<file path="src/rtl/reg_scoreboard_pkg.sv">
// Shared processor constants for the register scoreboard.
// Register file geometry and default pending-counter width.
package reg_scoreboard_pkg;

    localparam int NUM_REGS  = 8;
    localparam int REG_ID_W  = 3;
    localparam int CNT_W_DEF = 2;

    typedef logic [REG_ID_W-1:0] regId_t;

endpackage

</file>
<file path="src/rtl/dff.sv">
// Generic register with asynchronous active-high clear.
// Building block for all scoreboard state.
module dff #(
    parameter int W = 1
) (
    input  logic         clk,
    input  logic         rst,
    input  logic [W-1:0] d,
    output logic [W-1:0] q
);

    // Capture d each edge; clear immediately on reset
    always_ff @(posedge clk or posedge rst) begin
        if (rst) begin
            q <= '0;
        end else begin
            q <= d;
        end
    end

endmodule

</file>
<file path="src/rtl/pend_ctr.sv">
// Saturating pending-write counter for one register.
// Simultaneous inc and dec cancel; dec at zero flags underflow.
module pend_ctr #(
    parameter int CNT_W = 2
) (
    input  logic             clk,
    input  logic             rst,
    input  logic             inc,
    input  logic             dec,
    output logic [CNT_W-1:0] cnt,
    output logic             zero,
    output logic             max,
    output logic             underflow
);

    logic [CNT_W-1:0] cntNext;

    assign zero      = (cnt == '0);
    assign max       = (cnt == {CNT_W{1'b1}});
    assign underflow = dec & zero;

    // Net count change; never wraps in either direction
    always_comb begin
        cntNext = cnt;
        if (inc && !dec && !max) begin
            cntNext = cnt + CNT_W'(1);
        end else if (dec && !inc && !zero) begin
            cntNext = cnt - CNT_W'(1);
        end
    end

    dff #(.W(CNT_W)) uCnt (
        .clk (clk),
        .rst (rst),
        .d   (cntNext),
        .q   (cnt)
    );

endmodule

</file>
<file path="src/rtl/reg_scoreboard.sv">
// Register scoreboard: per-register pending-write counters.
// Stalls issue on RAW hazards or counter saturation.
module reg_scoreboard
    import reg_scoreboard_pkg::*;
#(
    parameter int CNT_W = CNT_W_DEF
) (
    input  logic       clk,
    input  logic       rst,
    input  logic       issueEn,
    input  logic [2:0] issueReg,
    input  logic       wbEn,
    input  logic [2:0] wbReg,
    input  logic       rdAUse,
    input  logic [2:0] rdAReg,
    input  logic       rdBUse,
    input  logic [2:0] rdBReg,
    output logic       stall,
    output logic [7:0] busy,
    output logic       err
);

    logic [NUM_REGS-1:0] incVec;
    logic [NUM_REGS-1:0] decVec;
    logic [NUM_REGS-1:0] zeroVec;
    logic [NUM_REGS-1:0] maxVec;
    logic [NUM_REGS-1:0] underVec;
    logic [CNT_W-1:0]    cnt [NUM_REGS];
    logic                issueOk;
    logic                hazA;
    logic                hazB;
    logic                full;

    // Hazards look only at registered counts; no writeback bypass
    assign hazA  = rdAUse  & ~zeroVec[rdAReg];
    assign hazB  = rdBUse  & ~zeroVec[rdBReg];
    assign full  = issueEn &  maxVec[issueReg];
    assign stall = ~rst & (hazA | hazB | full);

    assign issueOk = issueEn & ~stall;
    assign busy    = ~zeroVec;

    for (genvar i = 0; i < NUM_REGS; i++) begin : gCtr
        assign incVec[i] = issueOk & (issueReg == REG_ID_W'(i));
        assign decVec[i] = wbEn    & (wbReg    == REG_ID_W'(i));

        pend_ctr #(.CNT_W(CNT_W)) uCtr (
            .clk       (clk),
            .rst       (rst),
            .inc       (incVec[i]),
            .dec       (decVec[i]),
            .cnt       (cnt[i]),
            .zero      (zeroVec[i]),
            .max       (maxVec[i]),
            .underflow (underVec[i])
        );
    end

    // Sticky error on any writeback to a register with nothing pending
    always_ff @(posedge clk or posedge rst) begin
        if (rst) begin
            err <= 1'b0;
        end else if (|underVec) begin
            err <= 1'b1;
        end
    end

endmodule

</file>
<file path="config.mk">
export PLATFORM = sky130hd
export DESIGN_NAME = reg_scoreboard
export DESIGN_NICKNAME = d
export VERILOG_FILES = /design/src/rtl/reg_scoreboard_pkg.sv /design/src/rtl/dff.sv /design/src/rtl/pend_ctr.sv /design/src/rtl/reg_scoreboard.sv
export SDC_FILE = /design/constraint.sdc
export NUM_CORES = 1
export LEC_CHECK = 0
export CORE_MARGIN = 1
export CORE_UTILIZATION = 55
export DETAILED_ROUTE_END_ITERATION = 8
export PLACE_DENSITY_LB_ADDON = 0.25
export SLEW_MARGIN = 20
export SYNTH_ARGS = -nofsm -noshare
export SYNTH_HDL_FRONTEND = slang
export SYNTH_SLANG_ARGS = --single-unit
</file>
<file path="constraint.sdc">
create_clock -name clk -period 8 [get_ports clk]
set_clock_uncertainty 0.2 [all_clocks]
set_input_delay 1.2 -clock clk [delete_from_list [all_inputs] [get_ports clk]]
set_output_delay 1.2 -clock clk [all_outputs]
set_load 0.03 [all_outputs]
</file>
Word level (Yosys, flattened, before mapping)

Cells that the tools add are included.

Bits in registers: 17
Word-level logic and storage cells: 191
Output and inout bits: 10
Bits of input ports: 18

Eq/ne operators: 22
Bitwise logic cells: 36
Add/subtract/negate cells: 16
$lt $le $gt $ge: 3
Reductions and logical operators: 83
Multiplexer cells: 22

Operators with widths:

| cell                                               | count |
|---|---|
| logical AND 1 bit                                  | 32 |
| zero test 1 bit                                    | 32 |
| two-way mux 2 bit                                  | 16 |
| AND 1 bit                                          | 29 |
| == test 3 bit, second input constant               | 8 |
| adder 2 x 1 -> 2 bit, second input constant        | 8 |
| == test 2 bit, second input constant               | 8 |
| zero test 2 bit                                    | 8 |
| nonzero test 2 bit                                 | 8 |
| subtractor 2 x 1 -> 2 bit, second input constant   | 8 |
| == test 3 x 2 -> 1 bit, second input constant      | 4 |
| < comparator 3 x 4 -> 1 bit, second input constant | 3 |
| binary-select mux 1 bit (select 3 bit)             | 3 |
| NOT 8 bit                                          | 1 |
| OR reduction 8 bit                                 | 1 |
| == test 3 x 1 -> 1 bit, second input constant      | 2 |
| zero test 3 bit                                    | 2 |
| NOT 1 bit                                          | 4 |
| two-way mux 1 bit                                  | 3 |
| bitwise OR 1 bit                                   | 2 |

Logic depth before layout (Yosys ltp)

Gate-level depths: netlist (run 1).

Depth in word-level cells: 16
Depth in mapped cells: 8
Gate-level depth less buffers: 7

By module

From an unflattened synthesis (run 1), not the netlist that was laid out.

Cells, all modules: 237
Area, all modules: 2023.2 um2

By module, submodules not included:

| module         | sequential area each (um2) | area an instance (um2) | cells an instance | instances |
|---|---|---|---|---|
| pend_ctr       | 0.0                        | 127.6                  | 18                | 8 |
| reg_scoreboard | 25.0                       | 571.8                  | 69                | 1 |
| dff            | 50.0                       | 53.8                   | 3                 | 8 |

Worst setup path before layout (run 1)

No wires, ideal clock.

Path kind: in2out
Start point: in rdBReg[1]
End point: out stall
Data arrival time: 2.466 ns
Path slack: 4.134 ns
Required time: 6.600 ns
Cell stages on the path: 6
Path buffers: 1
Path through: clkbuf_2 -> nor4b_1 -> a31oi_1 -> a32o_1 -> a2111oi_0 -> nor2_1

Longest elaborated chain between the ends: 7

RTL lines:

| what                                    | line                 | text |
|---|---|---|
| start: declaration                      | reg_scoreboard.sv:17 | `input logic [2:0] rdBReg,` |
| binary-select mux 1 bit (select 3 bit)  | reg_scoreboard.sv:36 | `assign hazB = rdBUse & ~zeroVec[rdBReg];` |
| two-way mux 1 bit (not written as such) | reg_scoreboard.sv:36 |  |
| NOT 1 bit                               | reg_scoreboard.sv:36 |  |
| AND 1 bit                               | reg_scoreboard.sv:36 |  |
| bitwise OR 1 bit (2 in a row)           | reg_scoreboard.sv:38 | `assign stall = ~rst & (hazA \| hazB \| full);` |
| AND 1 bit                               | reg_scoreboard.sv:38 |  |
| end: declaration                        | reg_scoreboard.sv:18 | `output logic stall,` |

Every way passes these cells. The select of a mux whose other input is x is not followed.

Worst setup path after layout (run 1)

Start point: in issueReg[1]
End point: out stall

Longest elaborated chain between the ends: 5

RTL lines:

| what                                    | line                 | text |
|---|---|---|
| start: declaration                      | reg_scoreboard.sv:11 | `input logic [2:0] issueReg,` |
| binary-select mux 1 bit (select 3 bit)  | reg_scoreboard.sv:37 | `assign full = issueEn & maxVec[issueReg];` |
| two-way mux 1 bit (not written as such) | reg_scoreboard.sv:37 |  |
| AND 1 bit                               | reg_scoreboard.sv:37 |  |
| bitwise OR 1 bit                        | reg_scoreboard.sv:38 |  |
| AND 1 bit                               | reg_scoreboard.sv:38 |  |

Every way passes these cells. The select of a mux whose other input is x is not followed.

==> results of run 1 <==
## cell type report
class	instances	area, µm²	area share, %
multi-input combinational	159	1000	55.6
inverter	10	37.5	2.08
timing repair buffer	27	270	15.0
tap	30	37.5	2.08
clock buffer	3	22.5	1.25
clock inverter	1	7.51	0.416
sequential	17	425	23.6
## routing by layer
metal,wire length (µm),GRT usage (%),up-vias
met5,0,0,-
met4,42,7.26,0
met3,269,3.89,6
met2,1910,48.6,65
met1,1760,39.2,738
li1,-,-,766
## synthesized netlist by cell type, drive strengths merged (3+ instances only)
cell	count
a21boi	4
o211ai	4
inv	10
nor2b	4
nor3	10
nor3b	4
nand2b	4
clkbuf	6
and3	4
o21ai	15
a21oi	10
nand3	6
mux2	3
nor2	18
or3	5
a211o	3
nor4b	6
or2	4
dfrtp	17
nand2	20
## registers in the layout, summed over array words and instances (netlist names)
| register | count |
|---|---|
| gCtr.uCtr.uCnt.q | 16 |
| err | 1 |
## kinds of logic after synthesis
family,after synthesis
XOR/XNOR,3
buffers and inverters,17
AND/OR/NAND/NOR,94
flip-flops,17
AO/OA/AOI/OAI,58
multiplexers,4
## final timing paths
check | start | endpoint | slack (ns) | depth (start not counted)
min | err | err | 0.31 | 2
max reg2reg | gCtr[3].uCtr.uCnt.q[0] | gCtr[6].uCtr.uCnt.q[0] | 4.82 | 7
min reg2reg | err | err | 0.31 | 2
min in group asynchronous | rst | gCtr[1].uCtr.uCnt.q[1] | 1.16 | 2
max in group asynchronous | rst | gCtr[2].uCtr.uCnt.q[0] | 5.97 | 2
max | issueReg[1] | stall | 3.06 | 7
## worst max-delay path, delay by kind of cell
kind	cells	cell delay, ns
and+or+nand+nor	2	0.34
AOI/OAI and AO/OA	3	0.80
buffers and inverters	2	1.21
## where the power goes
part | total, mW | internal, mW | leakage, nW | switching, mW
combinational | 0.191 | 0.0900 | 0.494 | 0.101
clock | 0.0501 | 0.0190 | 0.0139 | 0.0311
sequential | 0.150 | 0.106 | 0.214 | 0.0438
==> metrics.md, run 1 <==
| Metric | Value |
|---|---|
| Crit path launch type | `input port` |
| Initial antenna violation count | `0` |
| DRC | `0` |
| Worst skew pair latency | `0.30 ns` |
| Area Growth Syn to Fin | `20.1%` |
| Total die area | `2950 µm²` |
| Layout Nets | `236` |
| Post-Syn Instances | `193` |
| Simple-Gate Fraction of Synth Area | `34.8%` |
| # fillers | `213` |
| Mapped cell area | `~1500 µm²` |
| Synth Area in XOR/XNOR | `under 10%` |
| Syn Nets | `211` |
| Final Core Density | `71.6%` |
| Synth cell types | `just over 50` |
| Post-synthesis compound-gate area fraction | `between 20 and 30%` |
| Max incr delay on CP | `about 0.61 ns` |
| Die H | `54.3 µm` |
| H-tree depth | `1` |
| Most frequent cells in the layout | `clkdlybuf4s50_1, nand2_1, nor2_1, dfrtp_1, o21ai_0` |
| Largest family of logic cells by synthesized area | `simple AND/OR/NAND/NOR gates` |
| Final setup vio count | `0` |
| Fin. max-slew vios | `0` |
| CP endpoint kind | `output pin` |
| Finished Layout Cells | `247` |
| GR Util All Layers | `29.1%` |
| Buffers on Ports | `27` |
| Vias in the first global route | `1,361` |
| Primary FF master, synth | `dfrtp_1` |
| Most common cell after layout, fill and taps aside | `clkdlybuf4s50_1` |
| Top Ports | `28` |
| Gr ovfl total | `0` |
| Register bit total from synthesis | `17` |
| Max_cap viols | `0` |
| Power Dens Cells | `217 nW/µm²` |
| Max VDD drop | `between 0.15 and 0.2 mV` |
| WP data required | `6.60 ns` |
| Synth top area cells | `dfrtp_1, nand2_1, o21ai_0` |
| Longest Clk Path Bufs | `2` |
| Final hold vios | `0` |
| Fmax | `202 MHz` |
| Worst-path clk slew | `0.12 ns` |
| Total power | `a little under 400 µW` |
| Resized Gates After CTS | `0` |
| CP max stage cell | `clkdlybuf4s50_1` |
| CTS Hold Buffers Added | `0` |
| Num CTS Buffers | `3` |
| Ant. Diodes | `0` |
| Core Region | `between 2000 and 3000 µm²` |
| Postcts setup bufs | `0` |
| Vias | `1,575` |
| Setup slack after layout | `3.06 ns` |
| Total Wirelength | `around 4000 µm` |
| Tmin final | `between 4 and 5 ns` |
| Largest net degree at the start of global routing | `20` |
| Arrival @ worst endpoint | `3.54 ns` |
| Status | `complete, no violations` |
| Hpwl dp | `3070 µm` |
| Worst relative slew slack | `49.8%` |
| Critical path fanouts, max | `8` |
| Setup TNS | `0 ns` |
| Initial Util | `59.6%` |
| Place WS | `3.10 ns` |
| Worst hold slack | `0.306 ns` |
| Clk root buf | `clkbuf_4` |
| Worst Tran Pin Value | `0.752 ns` |
| Total iterations of the first detailed-routing run | `4` |
| FP Rows | `18` |
| Post-Synth Adder-Cell Area | `0%` |
| DR vias/cell | `6.38` |
| First-pass GRT wire length | `6070 µm` |
| Worst path cell trace | `clkdlybuf4s50_1 > nor2b_1 > a221oi_1 > a32o_1 > a2111oi_0 > nor2_1 > clkdlybuf4s50_1` |
| WL/cell | `16.1 µm` |
| Synth area leader | `dfrtp_1` |
| Pleak | `0.722 nW` |
| First DRT Iteration DRCs | `between 50 and 60` |
| Post-DP Area | `1780 µm²` |
| Final ANT Viol Nets | `0` |
| Seq/Total Area, Yosys | `28.3%` |
| Final instance area | `1810 µm²` |
| Cells after DPL | `243` |
| Post-synthesis mux area share | `2.91%` |
| Die width | `54.3 µm` |
| RSZ-0062 raised after global routing | `no` |
| Critical path type | `input port to output pin` |
| Yosys top cell area share | `28.3%` |
| Ys Warns | `0` |
| Gp weighted congestion | `0.907` |
| Worst hold path type | `flop to flop` |
| Clock tree sinks | `17` |
| EDFF count, synth | `0` |
| Layout cell share with drive strength beyond 1 | `8.29%` |
| Mean area per synthesized cell | `7.79 µm²` |
| Cell mode on critical path | `clkdlybuf4s50_1` |
| CTS tree | `built` |
| Final cycle utilization of the critical path | `roughly three fifths` |
| Ys async rst share | `100%` |
No activity file was read; power rests on OpenSTA's default activity.
==> run 2, diff against run 1 <==
CORE_UTILIZATION = 52   (was 55)
clock period = 4.6 ns   (was 8 ns; I/O delays follow)
==> metrics.md, run 2 (synthesis gave the netlist of run 1 again) <==
| Metric | Value |
|---|---|
| Status | `complete, no violations` |
| Max_cap viols | `0 (unchanged)` |
| Setup TNS | `0 ns (unchanged)` |
| Clock tree sinks | `17 (unchanged)` |
| CP max stage cell | `clkdlybuf4s50_1` |
| Die H | `55.8 µm (+2.7%)` |
| First-pass GRT wire length | `7230 µm (+19%)` |
| R2R Path Start | `gCtr[1].uCtr.uCnt.q[0]` |
| Total internal power | `374 µW (+74%)` |
| Vias | `1,581 (+0.38%)` |
| Switch Pwr | `308 µW (+75%)` |
| Final hold vios | `0 (unchanged)` |
| CTS Hold Buffers Added | `0 (unchanged)` |
| CP bufs+invs | `2 (unchanged)` |
| Worst Tran Pin Value | `0.838 ns (+0.0858 ns)` |
| Hpwl dp | `3160 µm (+2.9%)` |
| DR vias/cell | `6.38 (about the same)` |
| GR Util All Layers | `28.7% (-0.31 points)` |
| Initial antenna violation count | `0 (unchanged)` |
| Num CTS Buffers | `3 (unchanged)` |
| Total Wirelength | `4130 µm (+4.0%)` |
| DR WL met2 | `2020 µm (+6.1%)` |
| Most flop-heavy register | `gCtr.uCtr.uCnt.q` |
| Clock power frac | `12.8% (about the same)` |
| Max incr delay on CP | `0.61 ns (about the same)` |
| Hold Path Stages | `2 (unchanged)` |
| Finished Layout Cells | `248 (+0.40%)` |
| WL/cell | `16.7 µm (+3.6%)` |
| FP Rows | `19 (+1)` |
| Sequential Power Share | `37.8% (-0.5 points)` |
| Postcts setup bufs | `0 (unchanged)` |
| DRC | `0 (unchanged)` |
| Fmax | `250 MHz` |
| Layout Nets | `236 (unchanged)` |
| Max FFs per register | `16 (unchanged)` |
| Total die area | `3110 µm² (+5.5%)` |
| WP data required | `3.71 ns (-2.89 ns)` |
| Area Growth Syn to Fin | `20.1% (about the same)` |
| H-tree depth | `1 (unchanged)` |
| Worst hold slack | `0.312 ns (+0.00544 ns)` |
| Reg2reg path depth | `7 (unchanged)` |
| Max VDD drop | `0.319 mV (+100%)` |
| Cells after DPL | `244 (+0.41%)` |
| Hold path startpoint | `err` |
| Cell mode on critical path | `clkdlybuf4s50_1` |
| Most common cell after layout, fill and taps aside | `clkdlybuf4s50_1` |
| Layout cell share with drive strength beyond 1 | `8.29% (unchanged)` |
| Largest net degree at the start of global routing | `20 (unchanged)` |
| Total power | `682 µW (+74%)` |
| Fin. max-slew vios | `0 (unchanged)` |
| Metal-1 WL | `1840 µm (+4.5%)` |
| Hold Path Sink | `err` |
| Worst-path clk slew | `0.11 ns (about the same)` |
| WL met3 | `200 µm (-26%)` |
| Top sig layer | `met4` |
| Initial Util | `54.5% (-5.1 points)` |
| Delay-heaviest family, CP | `buffers and inverters` |
| Part of the power in combinational logic | `49.4% (+0.6 points)` |
| Tmin final | `4.00 ns` |
| CP endpoint kind | `output pin` |
| Crit path launch type | `input port` |
| Biggest regs | `gCtr.uCtr.uCnt.q: 16 flops, err: 1 flops` |
| Vias in the first global route | `1,629 (+20%)` |
| CTS tree | `built` |
| Critical path type | `input port to output pin` |
| Final setup vio count | `0 (unchanged)` |
| Ant. Diodes | `0 (unchanged)` |
| Switching share of power | `45.1% (+0.14 points)` |
| Worst path depth | `7 (unchanged)` |
| Total iterations of the first detailed-routing run | `5 (+1)` |
| RSZ-0062 raised after global routing | `no` |
| CP startpoint | `issueReg[1]` |
| Most frequent cells in the layout | `clkdlybuf4s50_1, nand2_1, nor2_1, dfrtp_1, o21ai_0` |
| R2R setup slack | `1.44 ns (-3.38 ns)` |
| Die width | `55.8 µm (+2.7%)` |
| First DRT Iteration DRCs | `93 (+79%)` |
| Worst relative slew slack | `43.7% (-6.1 points)` |
| # fillers | `271 (+27%)` |
| Gr ovfl total | `0 (unchanged)` |
| Power Dens Cells | `378 nW/µm² (+74%)` |
| Final Core Density | `65.4% (-6.2 points)` |
| Core Region | `2760 µm² (+9.3%)` |
| Final ANT Viol Nets | `0 (unchanged)` |
| Clk root buf | `clkbuf_4` |
| Top Ports | `28 (unchanged)` |
| Longest Clk Path Bufs | `2 (unchanged)` |
| R2r endpoint | `gCtr[6].uCtr.uCnt.q[0]` |
| Resized Gates After CTS | `0 (unchanged)` |
| Arrival @ worst endpoint | `3.11 ns (-0.43 ns)` |
| Buffers on Ports | `27 (unchanged)` |
| Worst skew pair latency | `0.31 ns (about the same)` |
| Critical path fanouts, max | `8 (unchanged)` |
| Final cycle utilization of the critical path | `86.9%` |
| Worst path cell trace | `clkdlybuf4s50_1 > nor2b_1 > a221oi_1 > a32o_1 > a2111oi_0 > nor2_1 > clkdlybuf4s50_1` |
| Gp weighted congestion | `0.918 (+1.2%)` |
| Pleak | `0.726 nW (+0.52%)` |
| Worst hold path type | `flop to flop` |
## run 2: worst reg2reg max path, cell delays in order (launching register included)
cell,delay (ns)
dfrtp_1,0.49
nor4b_1,0.35
a311oi_1,0.10
a32o_1,0.28
o41a_4,0.54
nor3b_2,0.36
mux2_2,0.39
a221o_1,0.35
## run 2: final cells by class
type                            count  area (µm²)  area share (%)
Clock buffer                        3        22.5            1.25
Clock inverter                      1        5.00           0.277
Tap cell                           31        38.8            2.15
Inverter                           10        37.5            2.08
Sequential cell                    17         425            23.6
Multi-Input combinational cell    159        1000            55.7
Timing Repair Buffer               27         270            15.0
## run 2: routing by layer
metal | GRT usage [%] | vias up
li1 | - | 769
met1 | 36.7 | 755
met2 | 49.6 | 46
met3 | 3.02 | 11
met4 | 11.4 | 0
met5 | 0 | -
## run 2: worst max path at each step
stage / slack [ns] / endpoint
after global routing: 0.52 / stall
after global placement: 0.70 / stall
final: 0.60 / stall
after floorplan: 1.39 / gCtr[6].uCtr.uCnt.q[0]
after CTS: 0.62 / stall
after detailed placement: 0.65 / stall
## run 2: metrics by stage
| stage | instance area (µm²) | worst slack [ns] |
|---|---|---|
| floorplan | 1500 | 1.39 |
| global placement | 1780 | 0.701 |
| detailed placement | 1780 | 0.652 |
| CTS | 1800 | 0.623 |
| global route | 1800 | 0.520 |
| finish | 1800 | 0.604 |
## run 2: power by group through the flow
stage | registers [mW] | clock network (mW) | logic [mW]
after floorplan | 0.214 | 0 | 0.266
after global placement | 0.254 | 0 | 0.323
after detailed placement | 0.258 | 0 | 0.334
after CTS | 0.255 | 0.0902 | 0.336
after global routing | 0.267 | 0.0942 | 0.364
final | 0.258 | 0.0870 | 0.337
